### src/rtl/sipo_frame_ctrl.sv
// Serial frame receiver: start-bit detect, N-bit MSB-first shift, stop-bit check,
// and a registered valid/ready output port with framing-error and overrun pulses.
module sipo_frame_ctrl #(
    parameter int N = 8
) (
    input  logic         clk,
    input  logic         reset,
    input  logic         bit_en,
    input  logic         serial_in,
    input  logic         data_ready,
    output logic [N-1:0] data_out,
    output logic         data_valid,
    output logic         frame_err,
    output logic         overrun,
    output logic         busy
);

    localparam int CW = $clog2(N + 1);

    typedef enum logic [1:0] {
        ST_IDLE = 2'd0,
        ST_DATA = 2'd1,
        ST_STOP = 2'd2
    } state_t;

    state_t         state_q, state_d;
    logic [CW-1:0]  cnt_q, cnt_d;
    logic [N-1:0]   shift_q, shift_d;
    logic [N-1:0]   data_q, data_d;
    logic           valid_q, valid_d;
    logic           ferr_q, ferr_d;
    logic           ovr_q, ovr_d;
    logic           busy_q, busy_d;
    logic           out_free_s;

    // Next-state, shifter, handshake and pulse logic
    always_comb begin
        state_d    = state_q;
        cnt_d      = cnt_q;
        shift_d    = shift_q;
        data_d     = data_q;
        // A consumed word drops valid unless a new frame commits below
        valid_d    = valid_q & ~data_ready;
        ferr_d     = 1'b0;
        ovr_d      = 1'b0;
        out_free_s = ~valid_q | data_ready;

        case (state_q)
            ST_IDLE: begin
                if (bit_en && !serial_in) begin
                    state_d = ST_DATA;
                    cnt_d   = {CW{1'b0}};
                end else begin
                    state_d = ST_IDLE;
                end
            end
            ST_DATA: begin
                if (bit_en) begin
                    shift_d = {shift_q[N-2:0], serial_in};
                    cnt_d   = cnt_q + {{(CW-1){1'b0}}, 1'b1};
                    if (cnt_q == CW'(N - 1)) begin
                        state_d = ST_STOP;
                    end else begin
                        state_d = ST_DATA;
                    end
                end else begin
                    state_d = ST_DATA;
                end
            end
            ST_STOP: begin
                if (bit_en) begin
                    state_d = ST_IDLE;
                    if (!serial_in) begin
                        ferr_d = 1'b1;
                    end else if (out_free_s) begin
                        data_d  = shift_q;
                        valid_d = 1'b1;
                    end else begin
                        ovr_d = 1'b1;
                    end
                end else begin
                    state_d = ST_STOP;
                end
            end
            default: begin
                state_d = ST_IDLE;
            end
        endcase

        busy_d = (state_d != ST_IDLE);
    end

    // State and output registers
    always_ff @(posedge clk or negedge reset) begin
        if (!reset) begin
            state_q <= ST_IDLE;
            cnt_q   <= {CW{1'b0}};
            shift_q <= {N{1'b0}};
            data_q  <= {N{1'b0}};
            valid_q <= 1'b0;
            ferr_q  <= 1'b0;
            ovr_q   <= 1'b0;
            busy_q  <= 1'b0;
        end else begin
            state_q <= state_d;
            cnt_q   <= cnt_d;
            shift_q <= shift_d;
            data_q  <= data_d;
            valid_q <= valid_d;
            ferr_q  <= ferr_d;
            ovr_q   <= ovr_d;
            busy_q  <= busy_d;
        end
    end

    assign data_out   = data_q;
    assign data_valid = valid_q;
    assign frame_err  = ferr_q;
    assign overrun    = ovr_q;
    assign busy       = busy_q;

endmodule

### config.mk
export PLATFORM = sky130hd
export DESIGN_NAME = sipo_frame_ctrl
export DESIGN_NICKNAME = d
export VERILOG_FILES = /design/src/rtl/sipo_frame_ctrl.sv
export SDC_FILE = /design/constraint.sdc
export NUM_CORES = 1
export LEC_CHECK = 0
export BUFFER_PORTS_ARGS = -buffer_cell sky130_fd_sc_hd__buf_2
export CAP_MARGIN = 15
export CORE_ASPECT_RATIO = 0.5
export CORE_MARGIN = 2
export CORE_UTILIZATION = 35
export DETAILED_ROUTE_END_ITERATION = 6
export PLACE_DENSITY_LB_ADDON = 0.25
export REMOVE_ABC_BUFFERS = 1
export SLEW_MARGIN = 40
export SYNTH_ARGS = -nofsm -noshare
export SYNTH_HDL_FRONTEND = slang
export SYNTH_SLANG_ARGS = --single-unit
### constraint.sdc
create_clock -name clk -period 3.75 [get_ports clk]
set_input_delay 0 -clock clk [delete_from_list [all_inputs] [get_ports clk]]
set_output_delay 0 -clock clk [all_outputs]
set_load 0.02 [all_outputs]
# Word-level counts from Yosys, hierarchy flattened
# Cells that the tools add are included.
[classes] n_shift=0 eq_ne=5 div=0 reduce_logical=8 muxes=19 addsub=1 n_lt_le_gt_ge=0 n_bitwise=4 multipliers=0
[op_table] operator="1-bit 2-to-1 mux" n=12
[op_table] operator="4-bit 2-to-1 mux" n=2
[op_table] operator="4-bit case mux with 2 select lines" n=1
[op_table] operator="2-bit 2-to-1 mux" n=3
[op_table] operator="2-bit case mux with 3 select lines" n=1
[op_table] operator="4-bit by 1-bit adder with 4-bit output (second input constant)" n=1
[op_table] operator="4-bit by 3-bit equality test with 1-bit output (second input constant)" n=1
[op_table] operator="2-bit inequality test (second input constant)" n=2
[op_table] operator="4-bit AND reduction" n=1
[op_table] operator="2-bit nonzero test" n=2
[op_table] operator="3-bit AND reduction" n=1
[op_table] operator="2-bit by 1-bit equality test with 1-bit output (second input constant)" n=1
[op_table] operator="2-bit equality test (second input constant)" n=1
[op_table] operator="2-bit zero test" n=1
[op_table] operator="1-bit NOT" n=2
[op_table] operator="2-bit AND reduction" n=1
[op_table] operator="1-bit bitwise AND" n=1
[op_table] operator="1-bit logical AND" n=1
[op_table] operator="1-bit zero test" n=1
[op_table] operator="1-bit bitwise OR" n=1
[word_totals] romBits=0 output_inout_bits=12 ramBits=0 mem_count=0 regBits=26 elab_cells=45 latch_bits=0

# Logic depth before layout (Yosys ltp)
# Gate-level depths: netlist of the first run.
[logic_depth] ltp_word=6 depth_mapped=4 ltp_nobuf=4

# Worst setup path after synthesis of the first run
# Ideal clock, no wire load.
[synth_timing] kind="flip-flop to flip-flop" from="register state_q[0]" to="register data_q[0] (netlist: data_out[0])" required_ns=3.625 slack_ns=2.401 setup_ns=0.125 synth_period_minus_slack_ns=1.349 t_arrival_ns=1.224 path_buffers=1 stages_incl_launch_ff=5 path_cell_list="dfrtp_1 > nand4b_2 > nor2b_2 > buf_6 > mux2_4"
[synth_between] elab_chain_len=2
[synth_rtl] element="start: declaration" line_no="26" text="state_t state_q, state_d;"
[synth_rtl] element="start signal: assignment" line_no="105" text="state_q <= state_d;"
[synth_rtl] element="2-bit equality test" line_no="48" text="case (state_q)"
[synth_rtl] element="4-bit AND reduction (no line)"
[synth_rtl] element="end signal: assignment" line_no="99" text="data_q <= {N{1'b0}};"
[synth_rtl] element="end signal: assignment" line_no="108" text="data_q <= data_d;"
[synth_rtl] element="end: declaration" line_no="29" text="logic [N-1:0] data_q, data_d;"
# No other way between the ends.
# A chain may end at the register's enable or synchronous reset.

# Final worst setup path of the first run
# Same ends and word-level chain as after synthesis.

==> qor.yml, run 1 <==
worst_setup_path_endpoint: "data_out[0]"
num_antenna_cells: 0
overflow: 0
global_placer_s_final_weighted_congestion: 0.895
ios: 17
worst_hold_path_type: "primary input to flip-flop"
slew_violations: 0
clock-sinks: 26
drt.antenna.violating_nets: 0
final_layout_size_suffix_gt1_frac: 0.400
final.hold.worst_slack_ps: 25.4
max_clock_freq_ghz: 0.588
grt_start_max_net_pins: 27
h-tree-depth: 1
synth.avg_cell_area_sq_um: 14.4
floorplan.die.width_um: 83.2
report.final.setup_viol: 0
rsz0062_at_grt: "no"
io_buffer_count: 16
worst-r2r-cell-count: 3
yosys-mux-area-fraction: 0.201
worst_skew_pair.late_latency_ps: 270
synth_top_family_by_area: "multiplexers"
post-route-drc-count: 0
finalCritPeriodShare: 0.454
cts.reportedPaths.clkPinSlew_ps: 90
drt-vias-per-instance: 4.72
max-slew-margin-rel: 0.605
cp-end-kind: "flip-flop"
power-per-cell-area_nw_per_um2: 692
leakage_nw: 0.629
core.rowCount: 14
yosysWarningCount: 0
ys_seq_elements: 26
cp_startpoint_kind: "flip-flop"
drt_iter0_drc: 12
drt_pass_1_iters: 4
setup.reg_to_reg.worst_slack_ps: 2050
cts_inserted_buffers: 3
layout-area-overhead-vs-synth_pct: 17.2
critical_path.reg2reg.endpoint: "data_out[0]"
cts-root-buf: "clkbuf_8"
first_global_vias: 639
grt_usage: 0.107
final.setup_skew_ps: 1.47
r2r_start: "state_q[0]"
fin_setup_tns_ps: 0
ys_seq_area_frac: 0.593
final-hold-violation-count: 0
initial_utilization: 0.366
critPathLaunch: "state_q[0]"
post_drt_wl_per_cell_um: 13.9
post_cts_resized: 0
coreArea_sq_um: 3000
floorplan.die.height_um: 43.6
vias: 637
outcome: "complete, no violations"
tritoncts: "built"
fp.dieArea_sq_um: 3630
initial_antenna_violation_count: 0
mappedNetlistArea_sq_um: 1100
nNetsFinal: 102
routed_wirelength_mm: 1.88
max_slew.worst_pin.slew_ps: 589
synthesis.instances: 76
place.detailed.hpwl_mm: 1.32
synth_xor_xnor_area_share: 0
maximum_capacitance_violations: 0
irDropWorstVdd_mv: 0.241
cp_data_required_time_ps: 3910
worstPathArrival_ps: 1860
clockBufferDepth: 2
wire_length_of_the_first_global_routing_pass_mm: 2.99
critPathKind: "flip-flop to flip-flop"
simple_gate_share_of_the_synthesized_area: 0.123
fin_crit_ps: 1700
synth_adder_area_share: 0.0114
synthDistinctLibCells: 25
synth-compound-area-share: 0.0445
hold_path_depth: 3
worst-path-max-fanout: 9
placed cells by master (no fill, tap or decap):
| cell type | netlist | final |
|---|---|---|
| mux2_2 | 8 | 8 |
| nor2_1 | 3 | 3 |
| o22ai_1 | 1 | 1 |
| nor2b_1 | 4 | 4 |
| nand2_1 | 2 | 2 |
| and3b_1 | 1 | 1 |
| or2b_1 | 1 | 1 |
| nand4b_2 | 1 | 1 |
| clkbuf_8 | 0 | 3 |
| dlygate4sd3_1 | 0 | 1 |
| buf_2 | 0 | 16 |
| bufinv_16 | 0 | 1 |
| a31oi_1 | 1 | 1 |
| inv_1 | 2 | 2 |
| mux2_4 | 8 | 8 |
| mux2i_1 | 1 | 1 |
| o2bb2ai_1 | 1 | 1 |
| nor3b_1 | 1 | 1 |
| ha_1 | 1 | 1 |
| o21bai_1 | 1 | 1 |
| nand2b_1 | 2 | 2 |
| nor2b_2 | 1 | 1 |
| a21oi_1 | 1 | 1 |
| dfrtp_1 | 26 | 26 |
| and3_1 | 1 | 1 |
| o21ai_0 | 3 | 3 |
| nand3b_1 | 2 | 2 |
| nor4bb_1 | 1 | 1 |
layer usage:
metal  up-vias  wire length [um]  GRT usage
met3         4                64     0.0400
met1       319               878      0.128
met2        11               900      0.181
met5         -                 0          0
li1        303                 -          -
met4         0                36     0.0393
synth_stat cells:
master     count  area, sq um
nand3b_1       2         15.0
nor2b_2        1         8.76
mux2_4         8          120
nand4b_2       1         15.0
ha_1           1         12.5
nor2_1         3         11.3
dfrtp_1       26          651
o2bb2ai_1      1         8.76
nand2_1        2         7.51
nor4bb_1       1         10.0
inv_1          2         7.51
o21bai_1       1         7.51
a31oi_1        1         6.26
nor2b_1        4         25.0
o21ai_0        3         15.0
buf_6          2         22.5
and3_1         1         6.26
mux2_2         8         90.1
and3b_1        1         8.76
o22ai_1        1         6.26
mux2i_1        1         10.0
nor3b_1        1         7.51
a21oi_1        1         5.00
or2b_1         1         7.51
nand2b_1       2         12.5
what timing repair did:
action	CTS	global route
buffers inserted	0	0
hold buffers	1	0
endpoints found under the hold margin	26	0
setup endpoints to repair	0	0
worst min path at each step:
stage	startpoint	endpoint	slack, ps
floorplan	reset	busy	-300
finish	data_ready	overrun	30
CTS	data_ready	overrun	20
global route	data_ready	overrun	20
detailed placement	reset	shift_q[3]	30
global placement	reset	shift_q[2]	4
final cells by class:
type	instances	area (sq um)
clock inverters	1	30.0
well taps	40	50.0
repair buffers	17	90.1
fillers	275	1710
multi-input cells	46	417
clock buffers	3	41.3
flip-flops and latches	26	651
inverters	2	7.51
sequential cells by signal, summed over array words and instances (netlist names):
name,count
busy,1
cnt_q,4
data_out,8
data_valid,1
frame_err,1
overrun,1
shift_q,8
state_q,2
power by group:
| part | switching [mW] | internal, mW |
|---|---|---|
| registers | 0.0704 | 0.369 |
| clock network | 0.0853 | 0.143 |
| logic | 0.101 | 0.122 |
| total | 0.256 | 0.634 |
worst max-delay path, stage by stage, from the launching register on:
cell	delay, ps
dfrtp_1	460
nand4b_2	270
nor2b_2	510
mux2_4	350
stage by stage:
stage          instances  instance area [sq um]  power [mW]  setup WS (ps)   util
5_1_grt              135                   1290       0.946           1940  0.429
3_3_place_gp         130                   1200       0.649           2110  0.402
2_1_floorplan         74                   1070       0.593           2230      -
3_5_place_dp         130                   1200       0.669           2050  0.402
6_report             135                   1290       0.890           2050  0.429
4_1_cts              135                   1290       0.902           2040  0.429
cell families (layout without fill, tap and decap cells):
kind of cell    after synthesis  in the layout
simple gates                 20             20
flops                        26             26
compound gates                8              8
buf+inv                       4             23
fa+ha+maj                     1              1
mux                          17             17
Power figures use the tool's default switching activity.
==> run 2: changes to the inputs <==
clock period = 1.5 ns   (was 3.75 ns; I/O delays follow)
==> qor.yml, run 2 (synthesized netlist as in run 1, its figures left out) <==
place.detailed.hpwl_mm: 1.30  # -1.0%
filler_cell_count: 284  # +3.3%
critPathKind: "flip-flop to flip-flop"
drt_pass_1_iters: 2  # -2
maximum_capacitance_violations: 0  # unchanged
leakage_nw: 0.632  # +0.53%
cp_top_family: "flip-flops"
max_clock_freq_ghz: 0.729  # +24%
num_antenna_cells: 0  # unchanged
nNetsFinal: 105  # +2.9%
fin_setup_tns_ps: 0  # unchanged
outcome: "complete, no violations"
post-route-drc-count: 0  # unchanged
portion_of_total_power_attributed_to_the_clock_network: 0.188  # -0.068
report.final.setup_viol: 0  # unchanged
slew_violations: 0  # unchanged
vias: 648  # +1.7%
layout-area-overhead-vs-synth_pct: 17.7
most-common-layout-cells: "26 x dfrtp_1, 16 x buf_2, 8 x mux2_2, 8 x mux2_4, 4 x nor2b_1"
cp_num_buf_inv: 1  # +1
final-hold-violation-count: 0  # unchanged
power_switching_mw: 0.620  # +140%
wire_length_of_the_first_global_routing_pass_mm: 2.98  # -0.47%
crit_slowest_cell: "dfrtp_1"
initial_antenna_violation_count: 0  # unchanged
post_drt_wl_per_cell_um: 13.2  # -5.2%
worst_hold_path_type: "primary input to flip-flop"
overflow: 0  # unchanged
worst_skew_pair.late_latency_ps: 260  # about the same
h-tree-depth: 1  # unchanged
irDropWorstVdd_mv: 0.477  # +98%
io_buffer_count: 16  # unchanged
global_placer_s_final_weighted_congestion: 0.806  # -9.9%
crit_path_cell_trace: "nand4b_2, nor2b_2, buf_12, mux2_4"
clockBufferDepth: 2  # unchanged
rsz0062_at_grt: "no"
internal_power_mw: 1.43  # +120%
fp.dieArea_sq_um: 3630  # unchanged
clock-sinks: 26  # unchanged
grt_start_max_net_pins: 27  # unchanged
drt-vias-per-instance: 4.73  # +0.24%
drt_iter0_drc: 13  # +1
worst-path-max-fanout: 8  # -1
final.setup_skew_ps: 1.13  # -0.341 ps
cts_inserted_buffers: 3  # unchanged
first_global_vias: 636  # -0.47%
cts_setup_buffers: 0  # unchanged
cp_data_required_time_ps: 1650  # -2260 ps
finalCritPeriodShare: 0.914  # +0.461
max_slew.worst_pin.slew_ps: 573  # -16.1 ps
worstPathArrival_ps: 1530  # -330 ps
core.rowCount: 14  # unchanged
max-slew-margin-rel: 0.618  # +0.0125
critPathMaxStageDelay_ps: 470  # -40 ps
cts.reportedPaths.clkPinSlew_ps: 80  # about the same
switching_share_of_total_power: 0.303  # +0.0150
power-per-cell-area_nw_per_um2: 1580  # +130%
fin_crit_ps: 1370  # -329 ps
combPwrFrac: 0.288  # +0.038
final_layout_size_suffix_gt1_frac: 0.412  # +0.0124
routed_wirelength_mm: 1.81  # -3.8%
grt_usage: 0.107  # +0.000136
cts-root-buf: "clkbuf_8"
cp_startpoint_kind: "flip-flop"
cp-end-kind: "flip-flop"
final.hold.worst_slack_ps: 10.9  # -14.5 ps
share_seq_of_total_power: 0.525  # +0.031
floorplan.die.height_um: 43.6  # unchanged
most_frequent_standard_cell_in_the_layout_excluding_fill_and_tap_cells: "dfrtp_1"
tritoncts: "built"
coreArea_sq_um: 3000  # unchanged
floorplan.die.width_um: 83.2  # unchanged
ios: 17  # unchanged
drt.antenna.violating_nets: 0  # unchanged
initial_utilization: 0.366  # unchanged
==> run 2: changes by cell type in the layout (fill, tap and decap cells not counted) <==
cell	previous run	this run
buf_12	0	1
buf_4	0	2
bufinv_16	1	0
==> run 2: area by class of cell <==
cell class	instances	area (sq um)	area share
clock buffer	3	41.3	0.0320
inverter	2	7.51	0.00581
multi-input combinational	46	417	0.323
sequential	26	651	0.504
tap	40	50.0	0.0388
timing repair buffer	20	125	0.0969
==> run 2: tightest hold or removal path: stages <==
cell	delay, ps
buf_2	70
nand2b_1	120
nor2_1	60
==> run 2: path summary, 6_finish.rpt <==
path	start	to	slack, ps	depth (start not counted)
max	state_q[1]	data_out[6]	130	4
min	data_ready	overrun	10	3
max reg2reg	state_q[1]	data_out[6]	130	4
min reg2reg	cnt_q[3]	cnt_q[3]	480	1
max in group asynchronous	reset	data_out[5]	860	2
min in group asynchronous	reset	shift_q[1]	260	2
==> run 2: per-layer routing <==
metal	vias to the layer above	routed length, um	share of wire	global-route usage
li1	311	-	-	-
met1	326	917	0.51	0.140
met2	9	818	0.45	0.174
met3	2	56	0.031	0.0362
met4	0	17	0.0094	0.0295
met5	-	0	0	0
==> run 2: power by group through the flow <==
stage / registers, mW / clock network [mW] / logic [mW]
after global routing: 1.11 / 0.426 / 0.648
after global placement: 1.07 / 0 / 0.565
after detailed placement: 1.09 / 0 / 0.593
after floorplan: 1.12 / 0 / 0.363
final: 1.07 / 0.384 / 0.588
after CTS: 1.08 / 0.398 / 0.599
==> run 2: repair_timing <==
item,4_1_cts,5_1_grt
gates resized for setup,0,0
hold buffers,1,0
hold endpoints to repair,26,0
==> run 2: metrics by stage <==
step           cells  utilization  cell area [sq um]  setup WS [ps]  total power [mW]
3_5_place_dp     133        0.414               1240            129              1.69
2_1_floorplan     74            -               1070          -20.4              1.48
5_1_grt          137        0.431               1290           48.4              2.19
3_3_place_gp     133        0.414               1240            169              1.64
6_report         137        0.431               1290            128              2.05
4_1_cts          137        0.431               1290            119              2.08
==> run 3: changes to the inputs <==
clock period = 1.69 ns   (was 1.5 ns; I/O delays follow)
==> qor.yml, run 3 (synthesized netlist as in run 1, its figures left out) <==
outcome: "complete, no violations"
leakage_nw: 0.635  # +0.34%
finalCritPeriodShare: 0.873  # -0.0417
cp_startpoint_kind: "flip-flop"
post_drt_wl_per_cell_um: 13.2  # -0.32%
cts-root-buf: "clkbuf_8"
clockBufferDepth: 2  # unchanged
tritoncts: "built"
layout-area-overhead-vs-synth_pct: 17.9
final.hold.worst_slack_ps: 24.7  # +13.8 ps
global_placer_s_final_weighted_congestion: 0.897  # +11%
h-tree-depth: 1  # unchanged
critPathKind: "flip-flop to flip-flop"
drt.antenna.violating_nets: 0  # unchanged
critical_path.reg2reg.endpoint: "data_out[7]"
setup.reg_to_reg.worst_slack_ps: 220  # +90 ps
clock-sinks: 26  # unchanged
slew_violations: 0  # unchanged
vias: 643  # -0.77%
worst-r2r-cell-count: 4  # unchanged
most-common-layout-cells: "26 x dfrtp_1, 16 x buf_2, 8 x mux2_2, 8 x mux2_4, 4 x nor2b_1"
filler_cell_count: 268  # -5.6%
rsz0062_at_grt: "no"
overflow: 0  # unchanged
worstPathArrival_ps: 1640  # +110 ps
maximum_capacitance_violations: 0  # unchanged
hold_path_end: "shift_q[0]"
cp-end-kind: "flip-flop"
timing.hold.worst.start: "serial_in"
drt_iter0_drc: 20  # +7
power-per-cell-area_nw_per_um2: 1520  # -4.0%
final_instance_area_sq_um: 1290  # +0.19%
r2r_start: "state_q[0]"
place.detailed.hpwl_mm: 1.27  # -2.3%
wire_length_of_the_first_global_routing_pass_mm: 2.84  # -4.6%
routed_wirelength_mm: 1.79  # -1.1%
fin_crit_ps: 1470  # +103 ps
irDropWorstVdd_mv: 0.552  # +16%
core.rowCount: 14  # unchanged
worst_hold_path_type: "primary input to flip-flop"
final.setup_skew_ps: 6.41  # +5.27 ps
cts_inserted_buffers: 3  # unchanged
power.total_mw: 1.97  # -3.8%
ios: 17  # unchanged
num_antenna_cells: 0  # unchanged
final-hold-violation-count: 0  # unchanged
placedInstanceArea_sq_um: 1210  # -2.2%
grt_start_max_net_pins: 27  # unchanged
worst-path-max-fanout: 9  # +1
grt_util_met1: 0.138  # -0.00172
groute.layer.met2.usage: 0.156  # -0.0177
most_frequent_standard_cell_in_the_layout_excluding_fill_and_tap_cells: "dfrtp_1"
global_route.usage.met3: 0.0362  # unchanged
nNetsFinal: 103  # -1.9%
report.final.setup_viol: 0  # unchanged
grt-busiest-layer: "met2"
initial_antenna_violation_count: 0  # unchanged
max_slew.worst_pin.slew_ps: 562  # -11.5 ps
post-route-drc-count: 0  # unchanged
hold_path_depth: 2  # -1
cp_data_required_time_ps: 1850  # +200 ps
fp.dieArea_sq_um: 3630  # unchanged
final_layout_size_suffix_gt1_frac: 0.406  # -0.00612
max_clock_freq_ghz: 0.678  # -7.0%
grt_usage: 0.103  # -0.00354
floorplan.die.width_um: 83.2  # unchanged
max-slew-margin-rel: 0.626  # +0.00768
coreArea_sq_um: 3000  # unchanged
floorplan.die.height_um: 43.6  # unchanged
drt_pass_1_iters: 4  # +2
cts.reportedPaths.clkPinSlew_ps: 90  # about the same
io_buffer_count: 16  # unchanged
first_global_vias: 609  # -4.2%
initial_utilization: 0.366  # unchanged
fin_setup_tns_ps: 0  # unchanged
worst_skew_pair.late_latency_ps: 270  # about the same
drt-vias-per-instance: 4.73  # about the same
-- run 3: cell types whose count changed in the layout (fill, tap and decap cells not counted), sizes merged --
cell	previous run	this run
buf	19	17
bufinv	0	1
-- run 3: how the worst max path moves through the flow --
stage | from | end | slack (ps) | depth (start not counted)
after floorplan | state_q[0] | data_out[0] | 170 | 3
after global placement | state_q[0] | data_out[6] | 260 | 4
after detailed placement | state_q[0] | data_out[0] | 200 | 4
after CTS | state_q[0] | data_out[7] | 200 | 4
after global routing | state_q[0] | data_out[7] | 120 | 4
final | state_q[0] | data_out[7] | 220 | 4
-- run 3: metrics by stage --
stage                     worst slack (ps)  utilization  std cells
after floorplan                        170            -         74
after global placement                 262        0.405        131
after detailed placement               203        0.405        131
after CTS                              198        0.432        136
after global routing                   124        0.432        136
final                                  215        0.432        136
-- run 3: metal layers --
metal,part of all wire,vias to the layer above,routed length (um)
met5,0,-,0
met4,0.0078,0,14
met3,0.032,2,57
met2,0.46,14,831
met1,0.49,318,884
li1,-,309,-
-- run 3: what timing repair did --
| item | in CTS | in global routing |
|---|---|---|
| buffers inserted | 0 | 0 |
| endpoints found under the hold margin | 26 | 0 |
| gates resized for setup | 0 | 0 |
| hold buffers | 1 | 0 |
-- run 3: final cells by class --
| cell class | count | area [sq um] | share of cell area |
|---|---|---|---|
| clock buffers | 3 | 41.3 | 0.0319 |
| clock inverters | 1 | 30.0 | 0.0232 |
| repair buffers | 18 | 97.6 | 0.0754 |
| well taps | 40 | 50.0 | 0.0387 |
| multi-input cells | 46 | 417 | 0.322 |
| flip-flops and latches | 26 | 651 | 0.503 |
| inverters | 2 | 7.51 | 0.00580 |
-- run 3: power by group --
group / leakage (nW) / internal (mW) / switching [mW]
Combinational: 0.271 / 0.271 / 0.221
Clock: 0.0357 / 0.317 / 0.195
Sequential: 0.328 / 0.819 / 0.145
-- run 3: worst max-delay path, stage by stage, from the launching register on --
cell	delay (ps)
dfrtp_1	460
nand4b_2	270
nor2b_2	130
buf_4	200
mux2_4	320
